`config.mk`:
```
export PLATFORM = sky130hd
export DESIGN_NAME = tlb_op_ctrl
export DESIGN_NICKNAME = d
export VERILOG_FILES = /design/src/rtl/tlb_op_ctrl.sv
export SDC_FILE = /design/constraint.sdc
export NUM_CORES = 1
export LEC_CHECK = 0
export ABC_AREA = 1
export CAP_MARGIN = 20
export CORE_AREA = 2 2 192 194
export DETAILED_ROUTE_END_ITERATION = 6
export DIE_AREA = 0 0 194 196
export GPL_TIMING_DRIVEN = 0
export PLACE_DENSITY_LB_ADDON = 0.1
export SETUP_SLACK_MARGIN = 0.5
export SYNTH_ARGS = -nofsm -noshare
export SYNTH_HDL_FRONTEND = slang
export SYNTH_SLANG_ARGS = --single-unit
```
`constraint.sdc`:
```
create_clock -name clk -period 1.86 [get_ports clk]
set_clock_uncertainty 0.15 [all_clocks]
set_input_delay 0.279 -clock clk [delete_from_list [all_inputs] [get_ports clk]]
set_output_delay 0.279 -clock clk [all_outputs]
set_load 0.01 [all_outputs]
```
`src/rtl/tlb_op_ctrl.sv`:
```
// Sequencer for TLBSRCH/TLBRD/TLBWR/TLBFILL/INVTLB: accept, drive one TLB port for one cycle, respond.
// Latency: TLB port active one cycle after accept, done pulse the cycle after; one op every 3 cycles.
// Backpressure: op_ready is high only in IDLE; op_valid while busy is ignored and must be held.
package csr_tlbDefines;
    typedef struct packed {
        logic [19:0] ppn;
        logic [1:0]  plv;
        logic [1:0]  mat;
        logic        d;
        logic        v;
    } PhytranItem;
endpackage

module tlb_op_ctrl
    import csr_tlbDefines::*;
#(
    parameter int TLBNUM     = 16,
    parameter int TLBNUMSIZE = 4
) (
    input  logic                  clk,
    input  logic                  reset,
    input  logic                  op_valid,
    output logic                  op_ready,
    input  logic [2:0]            op_code,
    input  logic [2:0]            inv_op,
    input  logic [9:0]            inv_asid,
    input  logic [18:0]           inv_va,
    input  logic [9:0]            csr_asid,
    input  logic [18:0]           csr_vppn,
    input  logic [TLBNUMSIZE-1:0] csr_idx,
    input  logic [5:0]            csr_ps,
    input  logic                  csr_ne,
    input  PhytranItem            csr_elo0,
    input  PhytranItem            csr_elo1,
    input  logic                  csr_g,
    input  logic [5:0]            csr_ecode,
    output logic                  srch_req,
    output logic [18:0]           s1_vppn,
    output logic [9:0]            s1_asid,
    output logic                  s1_odd,
    input  logic [TLBNUMSIZE-1:0] s1_index,
    input  logic                  s1_ne,
    output logic [TLBNUMSIZE-1:0] r_index,
    input  logic [5:0]            r_ps,
    input  logic [9:0]            r_asid,
    input  logic                  r_ne,
    input  logic                  r_g,
    input  logic [18:0]           r_vppn,
    input  PhytranItem            r_phytran0,
    input  PhytranItem            r_phytran1,
    output logic                  we,
    output logic [TLBNUMSIZE-1:0] w_index,
    output logic [5:0]            w_ps,
    output logic                  w_ne,
    output logic [9:0]            w_asid,
    output logic [18:0]           w_vppn,
    output logic                  w_g,
    output PhytranItem            w_phytran0,
    output PhytranItem            w_phytran1,
    output logic                  fe,
    output logic [2:0]            f_op,
    output logic [9:0]            f_asid,
    output logic [18:0]           f_va,
    output logic                  done,
    output logic                  srch_we,
    output logic [TLBNUMSIZE-1:0] srch_index,
    output logic                  srch_ne,
    output logic                  rd_we,
    output logic [5:0]            rd_ps,
    output logic                  rd_ne,
    output logic [9:0]            rd_asid,
    output logic [18:0]           rd_vppn,
    output logic                  rd_g,
    output PhytranItem            rd_phytran0,
    output PhytranItem            rd_phytran1,
    output logic                  op_ine
);

    localparam logic [2:0] OP_SRCH = 3'd0;
    localparam logic [2:0] OP_RD   = 3'd1;
    localparam logic [2:0] OP_WR   = 3'd2;
    localparam logic [2:0] OP_FILL = 3'd3;
    localparam logic [2:0] OP_INV  = 3'd4;
    localparam logic [TLBNUMSIZE-1:0] FILL_LAST = TLBNUMSIZE'(TLBNUM - 1);

    typedef enum logic [1:0] {S_IDLE, S_EXEC, S_RESP} state_t;

    state_t                state_q;
    logic [2:0]            op_q;
    logic                  inv_bad_q;
    logic [TLBNUMSIZE-1:0] fill_ptr_q;

    logic                  srch_req_q, we_q, w_ne_q, w_g_q, fe_q, done_q;
    logic [18:0]           s1_vppn_q, w_vppn_q, f_va_q, rd_vppn_q;
    logic [9:0]            s1_asid_q, w_asid_q, f_asid_q, rd_asid_q;
    logic [TLBNUMSIZE-1:0] r_index_q, w_index_q, srch_index_q;
    logic [5:0]            w_ps_q, rd_ps_q;
    logic [2:0]            f_op_q;
    PhytranItem            w_p0_q, w_p1_q, rd_p0_q, rd_p1_q;
    logic                  srch_we_q, srch_ne_q, rd_we_q, rd_ne_q, rd_g_q, op_ine_q;

    // Port outputs are loaded at the accept edge from the live CSR inputs, which is
    // the latch point; everything else clears each cycle so outputs are one-cycle pulses.
    always_ff @(posedge clk or negedge reset) begin
        if (!reset) begin
            state_q      <= S_IDLE;
            op_q         <= '0;
            inv_bad_q    <= 1'b0;
            fill_ptr_q   <= '0;
            srch_req_q   <= 1'b0;
            s1_vppn_q    <= '0;
            s1_asid_q    <= '0;
            r_index_q    <= '0;
            we_q         <= 1'b0;
            w_index_q    <= '0;
            w_ps_q       <= '0;
            w_ne_q       <= 1'b0;
            w_asid_q     <= '0;
            w_vppn_q     <= '0;
            w_g_q        <= 1'b0;
            w_p0_q       <= '0;
            w_p1_q       <= '0;
            fe_q         <= 1'b0;
            f_op_q       <= '0;
            f_asid_q     <= '0;
            f_va_q       <= '0;
            done_q       <= 1'b0;
            srch_we_q    <= 1'b0;
            srch_index_q <= '0;
            srch_ne_q    <= 1'b0;
            rd_we_q      <= 1'b0;
            rd_ps_q      <= '0;
            rd_ne_q      <= 1'b0;
            rd_asid_q    <= '0;
            rd_vppn_q    <= '0;
            rd_g_q       <= 1'b0;
            rd_p0_q      <= '0;
            rd_p1_q      <= '0;
            op_ine_q     <= 1'b0;
        end else begin
            srch_req_q   <= 1'b0;
            s1_vppn_q    <= '0;
            s1_asid_q    <= '0;
            r_index_q    <= '0;
            we_q         <= 1'b0;
            w_index_q    <= '0;
            w_ps_q       <= '0;
            w_ne_q       <= 1'b0;
            w_asid_q     <= '0;
            w_vppn_q     <= '0;
            w_g_q        <= 1'b0;
            w_p0_q       <= '0;
            w_p1_q       <= '0;
            fe_q         <= 1'b0;
            f_op_q       <= '0;
            f_asid_q     <= '0;
            f_va_q       <= '0;
            done_q       <= 1'b0;
            srch_we_q    <= 1'b0;
            srch_index_q <= '0;
            srch_ne_q    <= 1'b0;
            rd_we_q      <= 1'b0;
            rd_ps_q      <= '0;
            rd_ne_q      <= 1'b0;
            rd_asid_q    <= '0;
            rd_vppn_q    <= '0;
            rd_g_q       <= 1'b0;
            rd_p0_q      <= '0;
            rd_p1_q      <= '0;
            op_ine_q     <= 1'b0;
            case (state_q)
                S_IDLE: begin
                    if (op_valid) begin
                        state_q   <= S_EXEC;
                        op_q      <= op_code;
                        inv_bad_q <= (inv_op > 3'd6);
                        case (op_code)
                            OP_SRCH: begin
                                srch_req_q <= 1'b1;
                                s1_vppn_q  <= csr_vppn;
                                s1_asid_q  <= csr_asid;
                            end
                            OP_RD: r_index_q <= csr_idx;
                            OP_WR, OP_FILL: begin
                                we_q      <= 1'b1;
                                w_index_q <= (op_code == OP_WR) ? csr_idx : fill_ptr_q;
                                w_ps_q    <= csr_ps;
                                // A refill handler always installs a valid entry.
                                w_ne_q    <= (csr_ecode == 6'h3f) ? 1'b0 : csr_ne;
                                w_asid_q  <= csr_asid;
                                w_vppn_q  <= csr_vppn;
                                w_g_q     <= csr_g;
                                w_p0_q    <= csr_elo0;
                                w_p1_q    <= csr_elo1;
                            end
                            OP_INV: begin
                                if (inv_op <= 3'd6) begin
                                    fe_q     <= 1'b1;
                                    f_op_q   <= inv_op;
                                    f_asid_q <= inv_asid;
                                    f_va_q   <= inv_va;
                                end
                            end
                            default: ;
                        endcase
                    end
                end
                S_EXEC: begin
                    state_q <= S_RESP;
                    done_q  <= 1'b1;
                    case (op_q)
                        OP_SRCH: begin
                            srch_we_q    <= 1'b1;
                            srch_ne_q    <= s1_ne;
                            srch_index_q <= s1_ne ? '0 : s1_index;
                        end
                        OP_RD: begin
                            rd_we_q <= 1'b1;
                            rd_ne_q <= r_ne;
                            if (!r_ne) begin
                                rd_ps_q   <= r_ps;
                                rd_asid_q <= r_asid;
                                rd_vppn_q <= r_vppn;
                                rd_g_q    <= r_g;
                                rd_p0_q   <= r_phytran0;
                                rd_p1_q   <= r_phytran1;
                            end
                        end
                        OP_WR: ;
                        OP_FILL: fill_ptr_q <= (fill_ptr_q == FILL_LAST) ? '0 : fill_ptr_q + 1'b1;
                        OP_INV: op_ine_q <= inv_bad_q;
                        default: op_ine_q <= 1'b1;
                    endcase
                end
                default: state_q <= S_IDLE;
            endcase
        end
    end

    assign op_ready    = (state_q == S_IDLE);
    assign srch_req    = srch_req_q;
    assign s1_vppn     = s1_vppn_q;
    assign s1_asid     = s1_asid_q;
    assign s1_odd      = 1'b0;
    assign r_index     = r_index_q;
    assign we          = we_q;
    assign w_index     = w_index_q;
    assign w_ps        = w_ps_q;
    assign w_ne        = w_ne_q;
    assign w_asid      = w_asid_q;
    assign w_vppn      = w_vppn_q;
    assign w_g         = w_g_q;
    assign w_phytran0  = w_p0_q;
    assign w_phytran1  = w_p1_q;
    assign fe          = fe_q;
    assign f_op        = f_op_q;
    assign f_asid      = f_asid_q;
    assign f_va        = f_va_q;
    assign done        = done_q;
    assign srch_we     = srch_we_q;
    assign srch_index  = srch_index_q;
    assign srch_ne     = srch_ne_q;
    assign rd_we       = rd_we_q;
    assign rd_ps       = rd_ps_q;
    assign rd_ne       = rd_ne_q;
    assign rd_asid     = rd_asid_q;
    assign rd_vppn     = rd_vppn_q;
    assign rd_g        = rd_g_q;
    assign rd_phytran0 = rd_p0_q;
    assign rd_phytran1 = rd_p1_q;
    assign op_ine      = op_ine_q;

endmodule

```
-- Word-level counts from Yosys, hierarchy flattened
Index checks and enable logic that the tools add are counted.
- register bits: 269
- input port bits: 231
- output and inout bits: 261
- word-level logic and storage cells: 164
- $add $sub $neg: 1
- magnitude comparators: 2
- equal/unequal tests: 12
- muxes and demuxes: 92
- reductions and logical operators: 7
- operators by type and width (operator ; count):
    26-bit two-way mux ; 12
    19-bit two-way mux ; 13
    10-bit two-way mux ; 13
    4-bit two-way mux ; 11
    6-bit two-way mux ; 6
    1-bit two-way mux ; 30
    3-bit by 2-bit equality test with 1-bit output, second input constant ; 4
    3-bit two-way mux ; 4
    3-bit by 1-bit equality test with 1-bit output, second input constant ; 2
    3-bit equality test, second input constant ; 2
    6-bit equality test, second input constant ; 1
    3-bit logical NOT ; 2
    4-bit by 1-bit adder with 4-bit output, second input constant ; 1
    4-bit equality test, second input constant ; 1
    2-bit case mux with 2 select lines ; 1
    2-bit AND reduction ; 2
    4-bit OR reduction ; 1
    3-bit greater-than comparator, second input constant ; 1
    3-bit less-or-equal comparator, second input constant ; 1
    2-bit by 1-bit equality test with 1-bit output, second input constant ; 1
    2-bit logical NOT ; 1
    2-bit two-way mux ; 1
    2-bit != test, second input constant ; 1
    1-bit case mux with 2 select lines ; 1
    2-bit OR reduction ; 1

-- Logic depth before layout (Yosys ltp)
Gate-level depths: netlist of run 1.
- word-level depth: 5
- depth in mapped cells: 7
- depth with buffers taken out: 6

-- Worst setup path before layout of run 1
No wires, ideal clock.
- path kind: reg2reg
- start point: register state_q[1]
- end point: register w_asid_q[0] (netlist: w_asid[0])
- library setup time: 68 ps
- data arrival time: 1210 ps
- required time: 1642 ps
- setup slack: 432 ps
- stages on the path, launching flop included: 8
- buffers on the path: 2
- clock period less this slack: 1428 ps
- path through: dfrtp_1 nor2_4 nand2_4 nor2_8 inv_2 buf_6 buf_12 nor2_4
- longest elaborated chain between the ends: 2
- RTL lines (element ; RTL line ; text):
    start: declaration ; 88 ; state_t state_q;
    start signal: assignment ; 106 ; state_q <= S_IDLE;
    start signal: assignment ; 174 ; state_q <= S_EXEC;
    start signal: assignment ; 209 ; state_q <= S_RESP;
    2-bit logical NOT ; n/a ;
    net op_ready ; 23 ; output logic op_ready,
    10-bit two-way mux ; 171 ; case (state_q)
    end signal: assignment ; 190 ; w_asid_q <= csr_asid;
    end: declaration ; 95 ; logic [9:0] s1_asid_q, w_asid_q, f_asid_q, rd_asid_q;
The timed path passes the listed nets, and every way through them passes these cells.
A chain may end at the register's enable or synchronous reset.

-- Worst setup path in the final report of run 1
- start point: register state_q[1]
- end point: output op_ready
- longest elaborated chain between the ends: 1
- RTL lines (element ; RTL line ; text):
    2-bit logical NOT ; 240 ; assign op_ready = (state_q == S_IDLE);
    end: declaration ; 23 ;
No other way between the ends.

==> run metrics, run 1 <==
area inside the core boundary=36100 sq um; most common cell after layout, fill and taps aside=sky130_fd_sc_hd__dfrtp_1; cell-internal power=11.3 mW; count of unique library cells instantiated by Yosys=21; min-delay worst type=input port to asynchronous set/reset pin; via count of the routed design=between 7000 and 8000; fraction of the mapped netlist area in simple logic gates=0.146; DRT Wirelength=around 31 mm; worst setup timing slack at the placement stage=-0.214 ns; Synth Area in Adders=0.00137; post-synthesis share of cell area spent on xor and xnor gates=0; clock tree from TritonCTS=built; post-route DRC violation count=0; post-synthesis sequential area ratio=0.735; mean routed wirelength per cell=16.2 um; top cell type's share of synthesized area=0.735; clock insertion delay at the later pin of the skew report=~0.49 ns; maximum clock rate=between 600 and 700 MHz; R2R setup slack=0.21 ns; Crit Reg-Reg Endpoint=w_asid[0]$_DFF_PN0_; largest driver fanout on the critical path=4; starting density of the core=0.254; number of antenna violations at the first check in global routing=1; first-iteration detailed-routing DRC count=171; row count=70; length in cells of the worst reg-to-reg path=7; final core utilization=0.466; number of warnings reported in the yosys synthesis log=0; number of optimization iterations in the first detailed-route pass=4; I/O Pins=about 490; cell count after synthesis=848; highest-count cells in the layout ignoring fill and taps=sky130_fd_sc_hd__dfrtp_1 (266), sky130_fd_sc_hd__clkdlybuf4s50_1 (229), sky130_fd_sc_hd__inv_1 (223); DP HPWL=approximately 22 mm; first-pass GRT wire length=45.3 mm; endpoint kind of the worst setup timing path=primary output; P_sw=3.35 mW; proportion of layout cells with a drive suffix above 1=0.359; clock transition at the register clock pins on the worst setup and hold paths after CTS=0.05 ns; netlist area before placement=9160 sq um; cell taking the most area after synthesis=sky130_fd_sc_hd__dfrtp_1; part of the cycle the worst path needs=0.888; total overflow reported by the global router=0; Max Slew Vio Count=0; Area Overhead vs Synth=83.6%; number of nets still failing antenna checks after routing=0; result of the run=complete, but fails checks; Leakage=9.17 nW; number of H-tree levels=2; horizontal extent of the die=194 um; Mapped Nets=1080; arrival time at the worst endpoint=1.22 ns; sequential fraction of design power=0.419; total number of clock tree sinks=around 270; Avg Inst Size Synth=10.8 sq um; synthesized flop and latch total=269; Final Critical Period=1.65 ns; main area contributors after synthesis=sky130_fd_sc_hd__dfrtp_1 (74%), sky130_fd_sc_hd__nor2_1 (10%), sky130_fd_sc_hd__inv_1 (9.3%); startpoint of the worst-slack reg-to-reg timing path=state_q[1]$_DFFE_PN0P_; net total in the final layout=1656; largest net degree at the start of global routing=111; Worst slew margin=0.580; number of hold violations in the final report=62; Longest Clk Path Bufs=3; Total Routing Usage GR=0.156; Die Outline Area=~38000 sq um; slew at the pin with the worst max-slew slack=0.630 ns; CTS buffer count=34; Pwr per Cell Area=870 nW/um^2; IR Drop Worst-Case VDD=~610 uV; violations in the final reports=negative hold slack; number of buffer cells added on primary ports=slightly below 500; critical path required time=approximately 1.4 ns; fraction of the mapped netlist area in compound gates=0.00492; final RePlAce weighted congestion=0.737; critical setup path kind=flip-flop to primary output; ratio of routed vias to standard cells=3.85; max-cap viol count=0; unrepaired setup endpoints after global routing=true; CTS root buffer=sky130_fd_sc_hd__clkbuf_16; switching share of power=0.229; Setup-failing EPs final=0; main combinational cell family by area after synthesis=simple AND/OR/NAND/NOR gates; clock power share=0.465; startpoint types=flip-flop; Hold WS=-0.439 ns; Combinational Power Share=0.116; post-route worst setup slack=approximately 0.21 ns; proportion of synthesized area in mux cells=0; Filler Cell Count=3505; via count of the first global-routing pass=7554; die height=196 um
-- synth_stat cells --
master	number
sky130_fd_sc_hd__conb_1	1
sky130_fd_sc_hd__nand2_1	30
sky130_fd_sc_hd__nor3_1	2
sky130_fd_sc_hd__inv_1	228
sky130_fd_sc_hd__nor2_4	13
sky130_fd_sc_hd__dfrtp_1	269
sky130_fd_sc_hd__buf_2	19
sky130_fd_sc_hd__buf_6	4
sky130_fd_sc_hd__inv_2	2
sky130_fd_sc_hd__nand4_2	1
sky130_fd_sc_hd__nand4_1	2
sky130_fd_sc_hd__buf_4	1
sky130_fd_sc_hd__nand2_2	2
sky130_fd_sc_hd__o21ai_0	9
sky130_fd_sc_hd__nor2_1	250
sky130_fd_sc_hd__nand3_1	10
sky130_fd_sc_hd__nand2_4	1
sky130_fd_sc_hd__ha_1	1
sky130_fd_sc_hd__buf_12	1
sky130_fd_sc_hd__nor2_8	1
sky130_fd_sc_hd__or2_2	1
-- state kept, by name (all words and copies together), names as in the netlist, 19 cells and up --
register	count
f_va	19
rd_phytran0	26
rd_phytran1	26
rd_vppn	19
s1_vppn	19
w_phytran0	26
w_phytran1	26
w_vppn	19
-- metal layers --
layer  vias up  wire length (um)  track usage
met3        59              3080       0.0648
met2       317             15700        0.272
met5         -                 0            0
met4         0               834       0.0477
met1      3489             11400        0.173
li1       3515                 -            -
-- power by group through the flow --
stage | clock network, mW | registers [mW] | logic (mW)
3_5_place_dp | 0 | 6.20 | 1.44
5_1_grt | 7.32 | 6.14 | 1.86
2_1_floorplan | 0 | 6.26 | 0.367
3_3_place_gp | 0 | 6.21 | 1.42
6_report | 6.80 | 6.12 | 1.69
4_1_cts | 7.03 | 6.11 | 1.41
-- critical path: stages (launching register included) --
cell and delay, ns:
sky130_fd_sc_hd__dfrtp_2 0.43, sky130_fd_sc_hd__nor2_4 0.16, sky130_fd_sc_hd__buf_6 0.13
-- logic make-up after synthesis --
| group | after synthesis |
|---|---|
| adders and majority gates | 1 |
| AOI/OAI and AO/OA | 9 |
| and+or+nand+nor | 313 |
| buffers and inverters | 255 |
| other | 1 |
| DFF | 269 |
-- final cells by class --
cell class / count / area [sq um] / share of cell area
Buffer: 25 / 383 / 0.0228
Clock inverter: 7 / 85.1 / 0.00506
Inverter: 230 / 876 / 0.0521
Clock buffer: 53 / 1100 / 0.0652
Tap cell: 468 / 586 / 0.0348
Multi-Input combinational cell: 325 / 1950 / 0.116
Timing Repair inverter: 1 / 8.76 / 0.000521
Antenna cell: 1 / 2.50 / 0.000149
Timing Repair Buffer: 538 / 5090 / 0.303
Sequential cell: 269 / 6740 / 0.401
-- how the worst max path moves through the flow --
stage	startpoint	end	slack, ns	depth (start not counted)
after floorplan	state_q[0]$_DFFE_PN0P_	w_asid[0]$_DFF_PN0_	0.44	7
after global placement	reset	rd_vppn[18]$_DFF_PN0_	-12.10	1
after detailed placement	op_valid	s1_vppn[17]$_DFF_PN0_	-0.21	6
after CTS	state_q[1]$_DFFE_PN0P_	op_ready	0.17	2
after global routing	state_q[1]$_DFFE_PN0P_	w_asid[0]$_DFF_PN0_	0.13	7
final	state_q[1]$_DFFE_PN0P_	op_ready	0.21	2
-- through the flow --
| stage | std cells | TNS (ns) | total power, mW | instance area, sq um | hold slack (ns) |
|---|---|---|---|---|---|
| after floorplan | 848 | 0 | 6.63 | 9160 | -0.167 |
| after global routing | 1917 | 0 | 15.3 | 16800 | -0.411 |
| after CTS | 1868 | 0 | 14.6 | 15600 | -0.416 |
| after global placement | 1806 | -3249.39 | 7.63 | 14600 | 0.313 |
| final | 1917 | 0 | 14.6 | 16800 | -0.439 |
| after detailed placement | 1808 | -8.72 | 7.64 | 14700 | 0.118 |
-- what timing repair did --
action	4_1_cts	5_1_grt
setup buffers	0	37
endpoints found under the hold margin	62	62
cloned	0	11
resized for setup	1000	434
setup endpoints to repair	504	509
pin swaps	1	7
(Power assumes the default switching activity.)
==> run 2, diff against run 1 <==
--- a/config.mk
+++ b/config.mk
@@ -6,7 +6,6 @@
 export NUM_CORES = 1
 export LEC_CHECK = 0
 export ABC_AREA = 1
-export CAP_MARGIN = 20
 export CORE_AREA = 2 2 192 194
 export DETAILED_ROUTE_END_ITERATION = 6
 export DIE_AREA = 0 0 194 196
==> results of run 2 <==
The final DEF is identical to that of run 1; final timing and power are the same.
